### src/rtl/multi_byte_add_seq.sv
// multi_byte_add_seq: streams LSB-first operand byte pairs through an external
// 8-bit ripple-carry adder. The adder's carry-out is fed back as the next
// carry-in, so one 8-bit adder computes N-byte (1..2^MAXLEN_W) sums or
// differences. Each result byte lands in a one-deep valid/ready output stage.
module multi_byte_add_seq #(
  parameter int MAXLEN_W = 4
) (
  input  logic                clk,
  input  logic                rst_n,
  input  logic                start,
  input  logic [MAXLEN_W-1:0] len,
  input  logic                sub_mode,
  input  logic                in_valid,
  output logic                in_ready,
  input  logic [7:0]          in_add,
  input  logic [7:0]          in_aug,
  output logic [7:0]          fa_add,
  output logic [7:0]          fa_aug,
  output logic                fa_prec,
  input  logic [7:0]          fa_sum,
  input  logic                fa_proc,
  output logic                out_valid,
  input  logic                out_ready,
  output logic [7:0]          out_sum,
  output logic                out_last,
  output logic                out_carry,
  output logic                busy,
  output logic                done
);

  typedef enum logic [1:0] {
    IDLE  = 2'd0,
    RUN   = 2'd1,
    FLUSH = 2'd2
  } state_t;

  state_t                state_reg, state_next;
  logic                  carry_reg, carry_next;
  logic [MAXLEN_W-1:0]   count_reg, count_next;
  logic [MAXLEN_W-1:0]   len_reg, len_next;
  logic                  sub_reg, sub_next;
  logic                  out_valid_reg, out_valid_next;
  logic [7:0]            out_sum_reg, out_sum_next;
  logic                  out_last_reg, out_last_next;
  logic                  out_carry_reg, out_carry_next;
  logic                  done_reg, done_next;

  logic                  accept;
  logic                  last_byte;

  // Adder drive: subtraction is add of the one's complement of the augend,
  // with the +1 supplied as the initial carry-in loaded at start.
  assign fa_add  = in_add;
  assign fa_prec = carry_reg;

  genvar gi;
  generate
    for (gi = 0; gi < 8; gi++) begin : g_aug_inv
      assign fa_aug[gi] = in_aug[gi] ^ sub_reg;
    end
  endgenerate

  // Input can be taken only while running and the output stage is free or
  // being drained in this same cycle.
  assign in_ready  = (state_reg == RUN) && (!out_valid_reg || out_ready);
  assign accept    = in_valid && in_ready;
  assign last_byte = (count_reg == len_reg);

  assign busy      = (state_reg != IDLE);
  assign out_valid = out_valid_reg;
  assign out_sum   = out_sum_reg;
  assign out_last  = out_last_reg;
  assign out_carry = out_carry_reg;
  assign done      = done_reg;

  // Next-state and datapath update decisions; every register holds by default.
  always_comb begin
    state_next     = state_reg;
    carry_next     = carry_reg;
    count_next     = count_reg;
    len_next       = len_reg;
    sub_next       = sub_reg;
    out_valid_next = out_valid_reg;
    out_sum_next   = out_sum_reg;
    out_last_next  = out_last_reg;
    out_carry_next = out_carry_reg;
    done_next      = 1'b0;

    unique case (state_reg)
      IDLE: begin
        if (start) begin
          len_next   = len;
          sub_next   = sub_mode;
          carry_next = sub_mode;
          count_next = '0;
          state_next = RUN;
        end
      end

      RUN: begin
        if (accept) begin
          out_sum_next   = fa_sum;
          out_valid_next = 1'b1;
          carry_next     = fa_proc;
          // Compare happens on the pre-increment count, so the wrap after
          // the final byte of a maximum-length operation is harmless.
          count_next     = count_reg + 1'b1;
          if (last_byte) begin
            out_last_next  = 1'b1;
            out_carry_next = fa_proc;
            state_next     = FLUSH;
          end
        end else if (out_ready) begin
          out_valid_next = 1'b0;
        end
      end

      FLUSH: begin
        if (out_valid_reg && out_ready) begin
          out_valid_next = 1'b0;
          out_last_next  = 1'b0;
          out_carry_next = 1'b0;
          done_next      = 1'b1;
          state_next     = IDLE;
        end
      end

      default: begin
        state_next = IDLE;
      end
    endcase
  end

  // FSM state register; reset aborts any operation in progress.
  always_ff @(posedge clk or negedge rst_n) begin
    if (!rst_n) begin
      state_reg <= IDLE;
    end else begin
      state_reg <= state_next;
    end
  end

  // Datapath and output-stage registers; reset discards any pending byte.
  always_ff @(posedge clk or negedge rst_n) begin
    if (!rst_n) begin
      carry_reg     <= 1'b0;
      count_reg     <= '0;
      len_reg       <= '0;
      sub_reg       <= 1'b0;
      out_valid_reg <= 1'b0;
      out_sum_reg   <= 8'h00;
      out_last_reg  <= 1'b0;
      out_carry_reg <= 1'b0;
      done_reg      <= 1'b0;
    end else begin
      carry_reg     <= carry_next;
      count_reg     <= count_next;
      len_reg       <= len_next;
      sub_reg       <= sub_next;
      out_valid_reg <= out_valid_next;
      out_sum_reg   <= out_sum_next;
      out_last_reg  <= out_last_next;
      out_carry_reg <= out_carry_next;
      done_reg      <= done_next;
    end
  end

endmodule

### config.mk
export PLATFORM = sky130hd
export DESIGN_NAME = multi_byte_add_seq
export DESIGN_NICKNAME = d
export VERILOG_FILES = /design/src/rtl/multi_byte_add_seq.sv
export SDC_FILE = /design/constraint.sdc
export NUM_CORES = 1
export LEC_CHECK = 0
export CAP_MARGIN = 5
export CORE_ASPECT_RATIO = 0.8
export CORE_MARGIN = 3
export CORE_UTILIZATION = 42
export CTS_CLUSTER_SIZE = 16
export DETAILED_ROUTE_END_ITERATION = 16
export GPL_TIMING_DRIVEN = 0
export HOLD_SLACK_MARGIN = 0.08
export PLACE_DENSITY = 0.95
export SYNTH_ARGS = -nofsm -noshare
export SYNTH_HDL_FRONTEND = slang
export SYNTH_SLANG_ARGS = --single-unit
### constraint.sdc
create_clock -name clk -period 2.4 [get_ports clk]
set_input_delay 0.24 -clock clk [delete_from_list [all_inputs] [get_ports clk]]
set_output_delay 0.24 -clock clk [all_outputs]
set_load 0.1 [all_outputs]
==> run_results.csv <==
group,metric,value,unit
global_route,grt_max_degree,25,
global_route,antenna_found_initial,0,
synthesis,synthMuxAreaShare,0.802,%
detailed_routing,drtIter0Drc,41,
detailed_routing,routedWlPerCell,12.7,µm
cells_and_area,diodes,0,
global_route,track_usage,16.2,%
synthesis,async_flop_share,100,%
synthesis,synth-compound-area-share,4.41,%
worst_hold_path,hold_class,"reg2reg",
cells_and_area,layout_commonest_cell,"clkdlybuf4s50_1",
die,initial_utilization,44.5,%
clocking,cts.sinks,24,
global_route,grt_pass1_wl,4470,µm
clocking,postCtsSetupBuffers,0,
sta,period_share,93.4,%
cells_and_area,drive_above_1_share,11.9,%
synthesis,yosys.area_share.simple,27.3,%
synthesis,synth_largest_area_cell,"dfrtp_1",
clocking,clk_latency,0.27,ns
sta,hold_slack,0.482,ns
synthesis,synth_top_family_by_area,"simple AND/OR/NAND/NOR gates",
die,rows,17,
cells_and_area,seq_area,601,µm²
cells_and_area,largest_reg_flops,8,
synthesis,yosys.area_share.adder,1.00,%
die,dieArea,3670,µm²
die,die_w,67.0,µm
synthesis,syn_area,1250,µm²
sta,hold_violations,0,
global_route,globalRouteOverflowTotal,0,
synthesis,synth_cells,133,
synthesis,synth_fp_nets,169,
sta,layout_setup_ws,0.157,ns
synthesis,synth_xor_area_share,9.82,%
critical_path,startpoint_type,"register",
synthesis,syn_avg_cell_area,9.39,µm²
synthesis,synth-edff-count,0,
synthesis,synth_flop_cell,"dfrtp_1",
cells_and_area,syn2layout_area_growth,56.1,%
synthesis,synth_cell_type_count,31,
detailed_routing,drt.antenna.violating_nets,0,
detailed_routing,via_per_inst,4.77,
sta,slew_headroom,29.2,%
synthesis,synth_area_leaders,"dfrtp_1 48%, nand2_1 14%, xor2_1 9.8%",
sta,max_freq,446,MHz
clocking,clk_path_buf_depth,2,
critical_path,arrival,2.00,ns
job,cap_violations,0,
sta,slew_violations,0,
clocking,hold_buffers,0,
place,globalplace.congestion,0.786,
detailed_routing,drcViolationCount,0,
detailed_routing,drtPass1Iterations,4,
sta,skew,0.00280,ns
cells_and_area,multiInputGateArea,541,µm²
clocking,clk_pin_slew,0.09,ns
critical_path,critical_path.endpoint_type,"output port",
sta,period_minus_slack,2.24,ns
synthesis,synth_top_area_share,48.1,%
run_status,status,"complete, no violations",
clocking,root_buffer,"clkbuf_8",
cells_and_area,n_fill_cell,231,
clocking,cts_buffers,3,
global_route,grt_pass1_vias,1013,
sta,setup_viol,0,
sta,tightest_slew,1.06,ns
synthesis,ys_seq_elements,24,
detailed_routing,vias,1106,
synthesis,ys_seq_area_share,48.1,%
place,dpl_worst_slack,-0.0915,ns
die,core,2810,µm²
place,dp_hpwl,2240,µm
critical_path,required,2.16,ns
critical_path,worstSetupPathType,"reg2out",
cells_and_area,mostFrequentLayoutCells,"48 x clkdlybuf4s50_1, 46 x nand2_1, 24 x dfrtp_1",
die,dieHeight,54.8,µm
sta,rsz0062_at_grt,"false",
cells_and_area,utilization,69.4,%
critical_path,critical_path.max_fanout,7,
detailed_routing,routed_wl,2950,µm
cells_and_area,num-nets-final,231,
place,numPortBuffers,57,
synthesis,ys.warnings.count,0,
clocking,htree_levels,1,
die,ios,66,
clocking,cts_tree,"yes",
## kinds of logic (layout without fill, tap and decap cells)
group,after synthesis,in the layout
AND/OR/NAND/NOR,70,70
flip-flops,24,24
buffers and inverters,16,77
XOR/XNOR,14,14
AO/OA/AOI/OAI,7,7
adder cells (fa/ha/maj),1,1
multiplexers,1,1
## stage by stage
stage                     instance area (µm²)  TNS (ns)  std cells
final                                    1950         0        232
after global routing                     1950         0        232
after CTS                                1930         0        232
after detailed placement                 1870   -0.0915        228
after global placement                   1870    -0.100        228
after floorplan                          1250         0        133
## cell type report
class | instances | area share [%]
flip-flops and latches | 24 | 30.8
repair buffers | 57 | 29.8
multi-input cells | 93 | 27.7
plain buffers | 13 | 4.94
well taps | 38 | 2.44
clock buffers | 3 | 2.12
clock inverters | 1 | 1.54
inverters | 3 | 0.578
## cell usage after synthesis (2+ instances only)
master and count:
xor2_1 14, buf_4 10, nand4_1 2, nand2_1 46, and2_1 3, nand3_1 4, nor2_1 4, dfrtp_1 24
inv_1 3, buf_2 2
## final timing paths
check	startpoint	endpoint	slack, ns	cells after the start
max in group asynchronous	rst_n	out_sum[6]	1.22	1
min reg2reg	out_sum[7]	out_sum[7]	0.48	2
max	state_reg[1]	busy	0.16	3
min	out_sum[7]	out_sum[7]	0.48	2
max reg2reg	count_reg[0]	state_reg[0]	0.98	4
min in group asynchronous	rst_n	out_valid	0.55	1
## worst max-delay path, cell delays in order (launching register included)
cell and delay, ns:
dfrtp_1 0.45, nor2_1 0.11, inv_1 0.06, clkdlybuf4s50_1 1.12
## what timing repair did
item	CTS	global route
endpoints found under the setup margin	3	6
cloned	0	0
gates resized for setup	3	6
## metal layers
| layer | vias up | GRT usage, % | wire, µm |
|---|---|---|---|
| li1 | 543 | - | - |
| met5 | - | 0 | 0 |
| met3 | 2 | 5.13 | 220 |
| met4 | 0 | 3.70 | 13 |
| met2 | 32 | 27.8 | 1580 |
| met1 | 529 | 20.1 | 1130 |
Power is not shown: default switching activity piles up to over one toggle a cycle in this logic, so the estimate is an artifact.
